[config.mk]
export PLATFORM = sky130hd
export DESIGN_NAME = instr_fetch_unit_flat
export DESIGN_NICKNAME = d
export VERILOG_FILES = /design/src/rtl/instr_fetch_unit_if.sv /design/src/rtl/instr_fetch_unit.sv /design/src/flat_wrapper.sv
export SDC_FILE = /design/constraint.sdc
export NUM_CORES = 1
export LEC_CHECK = 0
export CAP_MARGIN = 0
export CORE_ASPECT_RATIO = 0.6
export CORE_MARGIN = 2
export CORE_UTILIZATION = 48
export DETAILED_ROUTE_END_ITERATION = 16
export MAX_ROUTING_LAYER = met4
export PLACE_DENSITY = 0.82
export SETUP_SLACK_MARGIN = 0.1
export SYNTH_ARGS = -nofsm -noshare
export SYNTH_HDL_FRONTEND = slang
export SYNTH_SLANG_ARGS = --single-unit
[constraint.sdc]
create_clock -name clk -period 5.2 [get_ports clk]
set_input_delay 0.78 -clock clk [delete_from_list [all_inputs] [get_ports clk]]
set_output_delay 0.78 -clock clk [all_outputs]
set_load 0.005 [all_outputs]
[src/rtl/instr_fetch_unit_if.sv]
// rtl/instr_fetch_unit_if.sv - instruction memory fetch bus between fetch unit and imem
interface instr_fetch_unit_if;
    logic        imemReq;
    logic [31:0] imemAddr;
    logic        imemValid;
    logic [31:0] imemData;

    modport master (
        output imemReq,
        output imemAddr,
        input  imemValid,
        input  imemData
    );

    modport slave (
        input  imemReq,
        input  imemAddr,
        output imemValid,
        output imemData
    );
endinterface

[src/rtl/instr_fetch_unit.sv]
// rtl/instr_fetch_unit.sv - KGP-RISC multi-cycle fetch stage: PC, imem handshake, next-PC select
module instr_fetch_unit #(
    parameter logic [31:0] RESET_PC = 32'h0000_0000,
    parameter int          MAX_WAIT = 16
) (
    input  logic                        clk,
    input  logic                        rst,
    instr_fetch_unit_if.master          bus,
    output logic [31:0]                 instr,
    output logic [5:0]                  opcode,
    output logic                        instrValid,
    input  logic                        lblSel,
    input  logic                        jmpSel,
    input  logic                        brTaken,
    input  logic [31:0]                 rsValue,
    input  logic                        exDone,
    input  logic                        halt,
    output logic [31:0]                 pc,
    output logic [31:0]                 linkAddr,
    output logic                        misalign,
    output logic                        fetchTimeout,
    output logic [31:0]                 retired
);

    localparam int CW = (MAX_WAIT > 1) ? $clog2(MAX_WAIT) : 1;
    localparam logic [CW-1:0] WAIT_LAST = CW'(MAX_WAIT - 1);

    typedef enum logic [2:0] {
        IDLE   = 3'd0,
        REQ    = 3'd1,
        WAIT   = 3'd2,
        HOLD   = 3'd3,
        HALTED = 3'd4
    } state_t;

    state_t        state;
    state_t        state_next;
    logic          req_c;
    logic          valid_c;
    logic [CW-1:0] wait_cnt;
    logic [31:0]   pc_plus4;
    logic [31:0]   off16;
    logic [31:0]   off26;
    logic [31:0]   target_raw;

    always_ff @(posedge clk or negedge rst) begin
        if (!rst) begin
            state <= IDLE;
        end else begin
            state <= state_next;
        end
    end

    always_comb begin
        state_next = state;
        req_c      = 1'b0;
        valid_c    = 1'b0;
        case (state)
            IDLE: begin
                state_next = REQ;
            end
            REQ: begin
                req_c      = 1'b1;
                state_next = WAIT;
            end
            WAIT: begin
                if (bus.imemValid) begin
                    state_next = HOLD;
                end
            end
            HOLD: begin
                valid_c = 1'b1;
                if (exDone) begin
                    state_next = halt ? HALTED : REQ;
                end
            end
            HALTED: begin
                state_next = HALTED;
            end
            default: begin
                state_next = IDLE;
            end
        endcase
    end

    // Branch offsets are word offsets: sign-extend, then scale by 4.
    assign pc_plus4 = pc + 32'd4;
    assign off16    = {{14{instr[15]}}, instr[15:0], 2'b00};
    assign off26    = {{4{instr[25]}}, instr[25:0], 2'b00};

    always_comb begin
        target_raw = pc_plus4;
        if (jmpSel) begin
            target_raw = rsValue;
        end else if (brTaken && lblSel) begin
            target_raw = pc_plus4 + off16;
        end else if (brTaken) begin
            target_raw = pc_plus4 + off26;
        end
    end

    always_ff @(posedge clk or negedge rst) begin
        if (!rst) begin
            pc           <= RESET_PC;
            instr        <= 32'd0;
            wait_cnt     <= '0;
            misalign     <= 1'b0;
            fetchTimeout <= 1'b0;
            retired      <= 32'd0;
        end else begin
            misalign <= 1'b0;
            case (state)
                REQ: begin
                    wait_cnt <= '0;
                end
                WAIT: begin
                    if (bus.imemValid) begin
                        instr    <= bus.imemData;
                        wait_cnt <= '0;
                    end else if (wait_cnt == WAIT_LAST) begin
                        // Saturate so a very late response cannot re-arm the flag via wrap.
                        fetchTimeout <= 1'b1;
                    end else begin
                        wait_cnt <= wait_cnt + 1'b1;
                    end
                end
                HOLD: begin
                    if (exDone) begin
                        retired  <= retired + 32'd1;
                        pc       <= {target_raw[31:2], 2'b00};
                        misalign <= |target_raw[1:0];
                    end
                end
                default: begin
                end
            endcase
        end
    end

    assign bus.imemReq  = req_c;
    assign bus.imemAddr = pc;
    assign instrValid   = valid_c;
    assign opcode       = instr[31:26];
    assign linkAddr     = pc_plus4;

endmodule
[src/flat_wrapper.sv]
// flat-port wrapper written by rule: the top's interface ports become plain ports
module instr_fetch_unit_flat 
#(
    parameter logic [31:0] RESET_PC = 32'h0000_0000,
    parameter int          MAX_WAIT = 16
)
  (clk, rst, instr, opcode, instrValid, lblSel, jmpSel, brTaken, rsValue, exDone, halt, pc, linkAddr, misalign, fetchTimeout, retired, bus_imemReq, bus_imemAddr, bus_imemValid, bus_imemData);
  instr_fetch_unit_if bus_i ();
  input  logic clk;
  input  logic rst;
  output logic [31:0] instr;
  output logic [5:0] opcode;
  output logic instrValid;
  input  logic lblSel;
  input  logic jmpSel;
  input  logic brTaken;
  input  logic [31:0] rsValue;
  input  logic exDone;
  input  logic halt;
  output logic [31:0] pc;
  output logic [31:0] linkAddr;
  output logic misalign;
  output logic fetchTimeout;
  output logic [31:0] retired;
  output wire logic [$bits(bus_i.imemReq)-1:0] bus_imemReq;
  output wire logic [$bits(bus_i.imemAddr)-1:0] bus_imemAddr;
  input wire logic [$bits(bus_i.imemValid)-1:0] bus_imemValid;
  input wire logic [$bits(bus_i.imemData)-1:0] bus_imemData;
  assign bus_imemReq = bus_i.imemReq;
  assign bus_imemAddr = bus_i.imemAddr;
  assign bus_i.imemValid = bus_imemValid;
  assign bus_i.imemData = bus_imemData;
  instr_fetch_unit #(.RESET_PC(RESET_PC), .MAX_WAIT(MAX_WAIT)) u_core (.clk(clk), .rst(rst), .bus(bus_i), .instr(instr), .opcode(opcode), .instrValid(instrValid), .lblSel(lblSel), .jmpSel(jmpSel), .brTaken(brTaken), .rsValue(rsValue), .exDone(exDone), .halt(halt), .pc(pc), .linkAddr(linkAddr), .misalign(misalign), .fetchTimeout(fetchTimeout), .retired(retired));
endmodule
==> results of run 1 <==
[per-stage QoR]
step | setup slack (ns) | std cells
finish | 0.4798 | 1295
global route | 0.1516 | 1295
CTS | 0.5439 | 1295
detailed placement | 0.5808 | 1279
global placement | 0.6958 | 1279
floorplan | 1.139 | 891
[layout by cell type (no fill, tap or decap), types with 17 or more instances in the layout]
master,instances
nand3_1,38
a21o_1,24
xnor2_1,63
nand4_1,17
dfrtp_1,103
nor2_1,59
clkdlybuf4s50_1,234
inv_1,19
ha_1,48
and3_1,23
buf_4,17
a21oi_1,61
nand2_1,92
o21ai_0,62
xor2_1,29
mux2_2,31
[per-layer routing]
metal	part of all wire	vias to the layer above	GRT usage
met5	0	-	-
met4	0.012	0	0.05305
li1	-	3537	-
met1	0.51	3482	0.4445
met3	0.088	28	0.06219
met2	0.39	320	0.3830
[registers in the layout (all words and copies together) (netlist names)]
signal and cells:
u_core.fetchTimeout 1, u_core.retired 32, u_core.misalign 1, u_core.wait_cnt 4
u_core.state 3, u_core.instr 32, u_core.bus.imemAddr 30
[where the power goes]
group	switching, mW	leakage, nW	internal (mW)	total [mW]
clock	0.344	0.141	0.337	0.681
sequential	0.403	1.31	1.07	1.48
combinational	2.50	3.06	2.44	4.93
[layout make-up]
cell class	instances	area (sq um)
fill	1334	5657
inverter	20	75.07
timing repair buffer	251	2470
clock buffer	9	225.2
multi-input combinational	696	4748
sequential	103	2577
clock inverter	7	66.31
tap	209	261.5
[logic make-up (layout without fill, tap and decap cells)]
family,count (synthesis),count (layout),synth area share
AO/OA/AOI/OAI,228,228,0.1899
XOR/XNOR,92,92,0.1032
adder cells (fa/ha/maj),49,49,0.07948
buffers and inverters,92,287,0.06489
flip-flops,103,103,0.3301
multiplexers,41,41,0.05752
other,1,6,0.0004802
AND/OR/NAND/NOR,280,280,0.1745
[worst paths after layout]
path,start,end,slack [ns],cells past startpoint
worst max register to register,u_core.bus.imemAddr[5],u_core.bus.imemAddr[30],0.48,18
max in group asynchronous,rst,u_core.instr[15],3.63,2
worst max-delay path,u_core.bus.imemAddr[5],u_core.bus.imemAddr[30],0.48,18
min in group asynchronous,rst,u_core.fetchTimeout,0.49,1
worst min-delay path,u_core.fetchTimeout,u_core.fetchTimeout,0.47,1
worst min register to register,u_core.fetchTimeout,u_core.fetchTimeout,0.47,1
[worst max-delay path, stage by stage, from the launching register on]
cell     delay (ns)
dfrtp_1        0.48
and4_1         0.28
nand2_1        0.06
or3_1          0.42
nor2_1         0.28
and2_1         0.26
nand2_1        0.10
xnor2_1        0.46
ha_1           0.40
and3_1         0.20
a31oi_1        0.16
o21ai_0        0.20
o31a_1         0.35
o41ai_2        0.07
o21ai_1        0.17
a41o_1         0.26
o31a_1         0.30
nor3_2         0.10
a21oi_1        0.08
==> summary.md, run 1 <==
| Metric | Value |
|---|---|
| Initial antenna violation count | 0 |
| Fmax | ~210 MHz |
| Post-synth top cells | dfrtp_1, nand2_1, xnor2_1, o21ai_0, a21oi_1 |
| Setup crit start kind | flop |
| WL/cell | 18.54 um |
| FP Rows | 36 |
| Vias in the first global route | 6961 |
| Final Util | 0.6482 |
| ANT cells | 0 |
| Share of layout cells above drive strength 1 | 0.07643 |
| Clock Path Buffers | 2 |
| Resized cells post-CTS | 0 |
| Peak VDD IR | around 0.0003 V |
| Maximum Capacitance Violations | 0 |
| Mapped Avg Cell Area | 8.813 sq um |
| Register bit count reported by yosys | 103 |
| Via count | approximately 7400 |
| Leak pwr | 4.507 nW |
| Cell variety after synth | 74 |
| Cell area after synthesis | around 8000 sq um |
| Type of the worst min-delay path | reg -> reg |
| Worst Tran Pin Value | ~0.76 ns |
| Count leader, synth | dfrtp_1 |
| P&R area growth vs syn | 33.49% |
| Critical path arrival | 4.95 ns |
| Main synth FF type | dfrtp_1 |
| Clock Pin Slew Worst Setup and Hold Paths | 0.08 ns |
| Area leader, netlist | dfrtp_1 |
| Sequential-to-total area share from yosys stat | 0.3301 |
| Asr flop ratio synth | 1.000 |
| Pins Over Slew Limit | 0 |
| Hold slack | 0.4738 ns |
| Crit. End Element | flop |
| Worst-path fanout max | 8 |
| Final net count | 1202 |
| Num CTS Buffers | 9 |
| Vias per std cell | 5.689 |
| Die Width | approximately 170 um |
| Cell area after layout | 10420 sq um |
| Post-Route WL | 24010 um |
| IO Port Bufs | 235 |
| Worst EP required | approximately 5.4 ns |
| Remaining Overflow, GRT | 0 |
| Core area | 16080 sq um |
| Setup bufs post-CTS | 0 |
| Total track usage | 0.2885 |
| Final min period | 4.720 ns |
| Initial Util | 0.4856 |
| Remaining DRCs | 0 |
| RePlAce Congestion | 0.9691 |
| Synth area leaders | dfrtp_1, ha_1, xnor2_1 |
| Yosys top cell area share | 0.3301 |
| Outcome | finished clean |
| Final HPWL from detailed placement | 18740 um |
| Fin. Hold Viols | 0 |
| Design Power | 7.091 mW |
| Clock Skew | roughly 0.007 ns |
| Max_slew headroom | 0.4905 |
| Die Height | slightly above 100 um |
| Detailed Routing Iterations Pass 1 | 5 |
| IO Count | ~240 |
| Largest net degree at the start of global routing | 60 |
| Power per standard cell area | just under 700 nW/um^2 |
| EDFF count, synth | 0 |
| Setup CP Type | reg -> reg |
| Final setup fails | 0 |
| Synth warn | 0 |
| CTS tree | built |
| DR iter-0 viols | between 700 and 800 |
| Unrepaired setup endpoints after global routing | no |
| Die area | between 15000 and 20000 sq um |
| CTS root buffer | clkbuf_16 |
| First-pass GRT wire length | 37850 um |
| Final Cycle Share | 0.9077 |
| # hold bufs at CTS | 0 |
| Synth Instances | 886 |
| Worst-skew pair later-pin latency | around 0.35 ns |
| Setup TNS | 0 ns |
| Detail Route Antenna Nets | 0 |
| Dpl cell area | 10130 sq um |
| Sinks on Clock Net | 103 |
| H-Tree Depth | 3 |
(Power assumes the default switching activity.)
==> run 2, diff against run 1 <==
Settings changed: CTS_CLUSTER_DIAMETER set to 30.
==> results of run 2 <==
The final DEF is identical to that of run 1; final timing and power are the same.
==> run 3, diff against run 2 <==
==> constraint.sdc (replaced) <==
create_clock -name clk -period 5 [get_ports clk]
set_input_delay 1.25 -clock clk [delete_from_list [all_inputs] [get_ports clk]]
set_output_delay 1.25 -clock clk [all_outputs]
set_load 0.005 [all_outputs]
==> run 3 against run 2 <==
Register-to-register slack is essentially flat. Highest routed layer unchanged. Critical path type is now reg -> out. Final cell count grew 0.23%. Sequential share of layout area shrank 0.13 points.
==> summary.md, run 3 (synthesis results as in run 1) <==
| Metric | Value |
|---|---|
| Outcome | finished clean |
| IO Port Bufs | 235 |
| Unrepaired setup endpoints after global routing | no |
| Resized cells post-CTS | 0 |
| Core area | between 15000 and 20000 sq um |
| Total track usage | 0.2855 |
| CP bufs+invs | 1 |
| Type of the worst min-delay path | reg -> reg |
| IO Count | 242 |
| Setup bufs post-CTS | 0 |
| Clock Pin Slew Worst Setup and Hold Paths | 0.08 ns |
| Min-delay src | u_core.fetchTimeout |
| Final net count | 1205 |
| Most frequent cells in the layout | clkdlybuf4s50_1, dfrtp_1, nand2_1 |
| Fmax | 216.9 MHz |
| Worst Hold End | u_core.fetchTimeout |
| Worst path cell trace | and4_1, nand2_1, or3_1, nor2_1, and2_1, nand3_1, xnor2_1, clkdlybuf4s50_1 |
| Detail Route Antenna Nets | 0 |
| Via count | approximately 7400 |
| Leak pwr | 4.538 nW |
| Post-Route WL | 24010 um |
| Maximum Capacitance Violations | 0 |
| Worst path top cell family by delay | simple AND/OR/NAND/NOR gates |
| Detailed Routing Iterations Pass 1 | 5 |
| Remaining DRCs | 0 |
| Slowest stage cell, crit path | clkdlybuf4s50_1 |
| Worst EP required | 3.75 ns |
| Critical path arrival | 3.36 ns |
| Max_slew headroom | 0.4655 |
| Register area | about 2600 sq um |
| Final Cycle Share | 0.9221 |
| H-Tree Depth | 3 |
| Peak VDD IR | 0.0003291 V |
| Layout fillers | 1334 |
| Sequential share of power | 0.210 |
| First-pass GRT wire length | 37360 um |
| Worst flop-to-flop path endpoint | u_core.bus.imemAddr[30] |
| Power per standard cell area | 713.3 nW/um^2 |
| Switching share of total power | 0.4556 |
| Area of the multi-input gates | between 4000 and 5000 sq um |
| Worst setup margin | 0.3895 ns |
| Final setup fails | 0 |
| CP peak stage delay | roughly 0.62 ns |
| Fin. Hold Viols | 0 |
| Initial antenna violation count | 0 |
| Largest net degree at the start of global routing | 62 |
| Place WS | roughly 0.56 ns |
| Worst hold path stage count | 1 |
| Setup TNS | 0 ns |
| # hold bufs at CTS | 0 |
| Die area | 17340 sq um |
| Die Width | 168.7 um |
| P&R area growth vs syn | 34.21% |
| Clock Path Buffers | 2 |
| Comb power frac | 0.687 |
| Vias in the first global route | ~6800 |
| ANT cells | 0 |
| CTS root buffer | clkbuf_16 |
| CTS tree | built |
| Worst-path fanout max | 8 |
| FP Rows | 36 |
| Setup crit start kind | flop |
| RePlAce Congestion | 0.9915 |
| Final min period | 4.610 ns |
| Commonest non-fill, non-tap cell in the layout | clkdlybuf4s50_1 |
| WL/cell | between 15 and 20 um |
| Internal | just over 4 mW |
| Sinks on Clock Net | 103 |
| Remaining Overflow, GRT | 0 |
| Hold slack | 0.4802 ns |
| Clk pwr share | 0.104 |
| Number of cells on the worst reg-to-reg path | 19 |
| Worst-skew pair later-pin latency | 0.36 ns |
| Vias per std cell | about 5.7 |
| Die Height | 102.8 um |
| R2r startpoint | u_core.bus.imemAddr[5] |
| Final HPWL from detailed placement | 18860 um |
| Num CTS Buffers | 9 |
| Initial Util | 0.4856 |
| Sw Pwr | roughly 3.4 mW |
| DR iter-0 viols | 628 |
| Pins Over Slew Limit | 0 |
| Worst Tran Pin Value | 0.7969 ns |
| Setup CP Type | reg -> out |
| Crit. End Element | primary output |
| R2R Setup Slk | 0.48 ns |
| Share of layout cells above drive strength 1 | 0.07897 |
| Clock Skew | 0.01285 ns |
-- run 3: cell count changes in the layout (fill, tap and decap cells not counted), sizes merged --
cell      change
buf           +3
bufinv        +1
clkinvlp      -1
-- run 3: worst register-to-register path, cell delays in order, from the launching register on --
cell and delay, ns:
dfrtp_1 0.48, and4_1 0.28, nand2_1 0.06, or3_1 0.43
nor2_1 0.25, and2_1 0.26, nand2_1 0.09, xnor2_1 0.14
buf_4 0.17, ha_1 0.34, and3_1 0.20, a31oi_1 0.16
o21ai_0 0.20, o31a_1 0.34, o41ai_2 0.07, o21ai_1 0.17
a41o_1 0.27, o31a_1 0.31, nor3_2 0.10, a21oi_1 0.08
-- run 3: per-stage QoR --
stage / std cells / instance area, sq um / utilization / total power [mW]
floorplan: 891 / 7828 / - / 4.684
global placement: 1282 / 10150 / 0.6315 / 6.511
detailed placement: 1282 / 10150 / 0.6315 / 6.578
CTS: 1298 / 10480 / 0.6517 / 7.393
global route: 1298 / 10480 / 0.6517 / 8.030
finish: 1298 / 10480 / 0.6517 / 7.476
-- run 3: per-layer routing --
| layer | track usage | vias to the layer above | routed length [um] |
|---|---|---|---|
| met5 | - | - | 0 |
| met4 | 0.04642 | 0 | 180 |
| met3 | 0.06756 | 18 | 2276 |
| met2 | 0.3824 | 337 | 9424 |
| met1 | 0.4353 | 3486 | 12130 |
| li1 | - | 3543 | - |
-- run 3: worst max-delay path by stage --
| stage | start | endpoint | depth (start not counted) |
|---|---|---|---|
| floorplan | u_core.bus.imemAddr[5] | u_core.bus.imemAddr[30] | 18 |
| global placement | u_core.bus.imemAddr[5] | u_core.bus.imemAddr[30] | 19 |
| detailed placement | u_core.bus.imemAddr[5] | u_core.bus.imemAddr[30] | 19 |
| CTS | u_core.bus.imemAddr[5] | linkAddr[25] | 8 |
| global route | u_core.bus.imemAddr[5] | u_core.bus.imemAddr[31] | 17 |
| finish | u_core.bus.imemAddr[5] | linkAddr[29] | 8 |
-- run 3: power groups by stage --
| stage | clock, mW | sequential [mW] | combinational [mW] |
|---|---|---|---|
| after floorplan | 0 | 1.44 | 3.24 |
| after global placement | 0 | 1.56 | 4.95 |
| after detailed placement | 0 | 1.57 | 5.01 |
| after CTS | 0.794 | 1.56 | 5.04 |
| after global routing | 0.822 | 1.62 | 5.59 |
| final | 0.774 | 1.57 | 5.13 |
-- run 3: layout make-up --
| type | count | share of cell area |
|---|---|---|
| Multi-Input combinational cell | 696 | 0.4531 |
| Sequential cell | 103 | 0.2459 |
| Timing Repair Buffer | 254 | 0.2378 |
| Tap cell | 209 | 0.02495 |
| Clock buffer | 9 | 0.02149 |
| Clock inverter | 7 | 0.009551 |
| Inverter | 20 | 0.007163 |
==> patch, RTL diff (settings of run 3) <==
Register the inputs `lblSel`, `jmpSel`, `brTaken`, `rsValue`, `exDone` and `halt` before use, without a reset. The logic sees them one clock later. The other inputs are not delayed to match.
--- a/src/rtl/instr_fetch_unit.sv
+++ b/src/rtl/instr_fetch_unit.sv
@@ -34,2 +34,18 @@
     } state_t;
+
+    logic lblSel_q;
+    logic jmpSel_q;
+    logic brTaken_q;
+    logic [31:0] rsValue_q;
+    logic exDone_q;
+    logic halt_q;
+
+    always_ff @(posedge clk) begin
+        lblSel_q  <= lblSel;
+        jmpSel_q  <= jmpSel;
+        brTaken_q <= brTaken;
+        rsValue_q <= rsValue;
+        exDone_q  <= exDone;
+        halt_q    <= halt;
+    end
 
@@ -72,4 +88,4 @@
                 valid_c = 1'b1;
-                if (exDone) begin
-                    state_next = halt ? HALTED : REQ;
+                if (exDone_q) begin
+                    state_next = halt_q ? HALTED : REQ;
                 end
@@ -92,7 +108,7 @@
         target_raw = pc_plus4;
-        if (jmpSel) begin
-            target_raw = rsValue;
-        end else if (brTaken && lblSel) begin
+        if (jmpSel_q) begin
+            target_raw = rsValue_q;
+        end else if (brTaken_q && lblSel_q) begin
             target_raw = pc_plus4 + off16;
-        end else if (brTaken) begin
+        end else if (brTaken_q) begin
             target_raw = pc_plus4 + off26;
@@ -127,3 +143,3 @@
                 HOLD: begin
-                    if (exDone) begin
+                    if (exDone_q) begin
                         retired  <= retired + 32'd1;
Function: changed (Yosys sat finds a counterexample within 10 cycles, from zero or initial values and one cycle with rst low).
==> patch against run 3 <==
  * Cell count grew 6.2%
  * Sequential cell count is 37 higher
  * Fmax down 2.5%
  * Register-to-register slack worse by 0.21 ns
  * Synthesized cell count is 5.5% higher
  * Design area is 11% higher
  * Combinational power hardly changed
  * Power is 12% higher
  * Routed wire length is 13% higher
  * Sequential power is 18% higher
  * Area after synthesis rose by 12%
  * Utilization shrank 0.50 points
  * Setup slack worse by 0.12 ns
  * Critical path type is now reg2reg
==> patch: results (changes against run 3) <==
| Metric | Value |
|---|---|
| Share of layout cells above drive strength 1 | `9.14% (was 7.90%)` |
| GRT Util Overall | `29.0% (was 28.6%)` |
| Dpl hpwl | `20100 um (was 18900 um)` |
| Worst Hold Class | `reg2reg (unchanged)` |
| Final Non-Filler Cells | `1379 (was 1298)` |
| Initial drt markers | `711 (was 628)` |
| Setup Skew | `0.0103 ns (was 0.0128 ns)` |
| CTS Root Cell | `clkbuf_16 (unchanged)` |
| Sequential element share of the synthesized area | `38.1% (was 33.0%)` |
| Placer congestion estimate | `0.952 (was 0.992)` |
| Post-synthesis mux area share | `4.95% (was 5.75%)` |
| Vias in the first global route | `7299 (was 6758)` |
| Synth top area cells | `dfrtp_1, dfxtp_1, ha_1, xnor2_1, mux2_2 (was dfrtp_1, ha_1, xnor2_1, mux2_2, nand2_1)` |
| TritonRoute pass-1 iters | `5 (unchanged)` |
| TritonCTS Buffers | `17 (was 9)` |
| Yosys warning total | `0 (unchanged)` |
| Mean Syn Cell Area | `9.32 um2 (was 8.81 um2)` |
| WL final | `27000 um (was 24000 um)` |
| Status | `completed (unchanged)` |
| Clock Tree Buf Depth | `2 (unchanged)` |
| Slew HR | `34.4% (was 46.5%)` |
| Post-synth ARST share | `73.6% (was 100%)` |
| Cell at the slowest stage of the critical path | `dfrtp_1 (was clkdlybuf4s50_1)` |
| # port buffers | `235 (unchanged)` |
| Worst slack, placed | `0.514 ns (was 0.562 ns)` |
| Synth cell types | `77 (was 74)` |
| Max VDD drop | `0.000404 V (was 0.000329 V)` |
| Largest net degree at the start of global routing | `75 (was 62)` |
| Crit Path Max Fanout | `9 (was 8)` |
| CP arrival | `5.07 ns (was 3.36 ns)` |
| Skew-Pair Late Insertion Delay | `0.43 ns (was 0.36 ns)` |
| Adder-Cell Fraction of Synth Area | `7.12% (was 7.95%)` |
| Post-Synth XOR/XNOR Area | `9.64% (was 10.3%)` |
| First-pass GRT wire length | `41200 um (was 37400 um)` |
| Clock transition at path regs | `0.07 ns` |
| Slowest stage delay, CP | `0.53 ns (was 0.62 ns)` |
| Placed cells | `1346 (was 1282)` |
| H-tree Lvls | `4 (was 3)` |
| Top cells by count, synth | `dfrtp_1, nand2_1, nor2_1 (was dfrtp_1, nand2_1, xnor2_1)` |
| Vias per cell | `5.70 (was 5.69)` |
| Biggest regs | `u_core.instr: 32 flops, u_core.retired: 32 flops, u_core.rsValue_q: 32 flops` |
| P_leak | `4.97 nW (was 4.54 nW)` |
| Synth Area in Compound Gates | `17.4% (was 19.0%)` |
| Initial antenna violation count | `1 (was 0)` |
| Nets | `1246 (was 1205)` |
patch: changes by cell type in the layout (fill, tap and decap cells not counted), sizes merged, moves of 6 or more:
| cell | delta |
|---|---|
| a21oi | +6 |
| buf | -8 |
| clkbuf | +8 |
| dfxtp | +37 |
| inv | +7 |
| nor2 | +11 |
| xor2 | +7 |
patch: per-stage QoR:
stage | cell area, um2 | util (%)
after floorplan | 8730 | -
after global placement | 10900 | 61.0
after detailed placement | 10900 | 61.0
after CTS | 11600 | 64.6
after global routing | 11600 | 64.7
final | 11600 | 64.7
patch: final cells by class:
| class | count | area, um2 |
|---|---|---|
| clock buffers | 17 | 425 |
| multi-input cells | 699 | 4820 |
| well taps | 240 | 300 |
| clock inverters | 15 | 218 |
| diodes | 1 | 2.50 |
| repair buffers | 246 | 2430 |
| flip-flops and latches | 140 | 3320 |
| inverters | 21 | 78.8 |
| fillers | 1469 | 6330 |
patch: cells by family (layout without fill, tap and decap cells):
kind of cell | Yosys count | in the layout
fa+ha+maj | 49 | 49
mux | 39 | 39
compound gates | 229 | 229
buf+inv | 101 | 299
flops | 140 | 140
other cells | 1 | 7
xor+xnor | 95 | 95
simple gates | 281 | 281
patch: repair_timing:
action                                  in CTS  in global routing
setup buffers                                0                  0
resized for setup                            0                  1
endpoints found under the setup margin       0                  3
endpoints found under the hold margin        0                  0
patch: critical path, delay by kind of cell (launching register included):
kind	cells	cell delay [ns]
DFF	1	0.53
xor gates and xnor gates	2	0.54
and+or+nand+nor	4	0.89
adders and majority gates	2	0.66
buffers and inverters	1	0.21
AOI/OAI and AO/OA	6	1.77
patch: worst paths after layout:
path                                   startpoint                 endpoint  slack [ns]  cells past startpoint
min in group asynchronous                     rst          u_core.instr[9]        0.96                      1
max reg2reg                u_core.bus.imemAddr[2]  u_core.bus.imemAddr[24]        0.27                     15
min reg2reg                   u_core.rsValue_q[0]          u_core.misalign        0.48                      2
max in group asynchronous                     rst       u_core.retired[21]        3.08                      2
max                        u_core.bus.imemAddr[2]  u_core.bus.imemAddr[24]        0.27                     15
min                           u_core.rsValue_q[0]          u_core.misalign        0.48                      2
patch: per-layer routing:
layer / vias to the layer above / track usage [%] / part of all wire (%)
li1: 3667 / - / -
met1: 3753 / 41.3 / 46
met2: 418 / 38.3 / 41
met3: 21 / 11.3 / 13
met4: 0 / 6.15 / 0.56
met5: - / - / 0
patch: power by group:
part	total [mW]	internal [mW]	leakage, nW	switching (mW)
sequential	1.85	1.42	1.62	0.421
combinational	5.12	2.48	3.03	2.64
clock	1.39	0.816	0.317	0.575
total	8.35	4.72	4.97	3.63
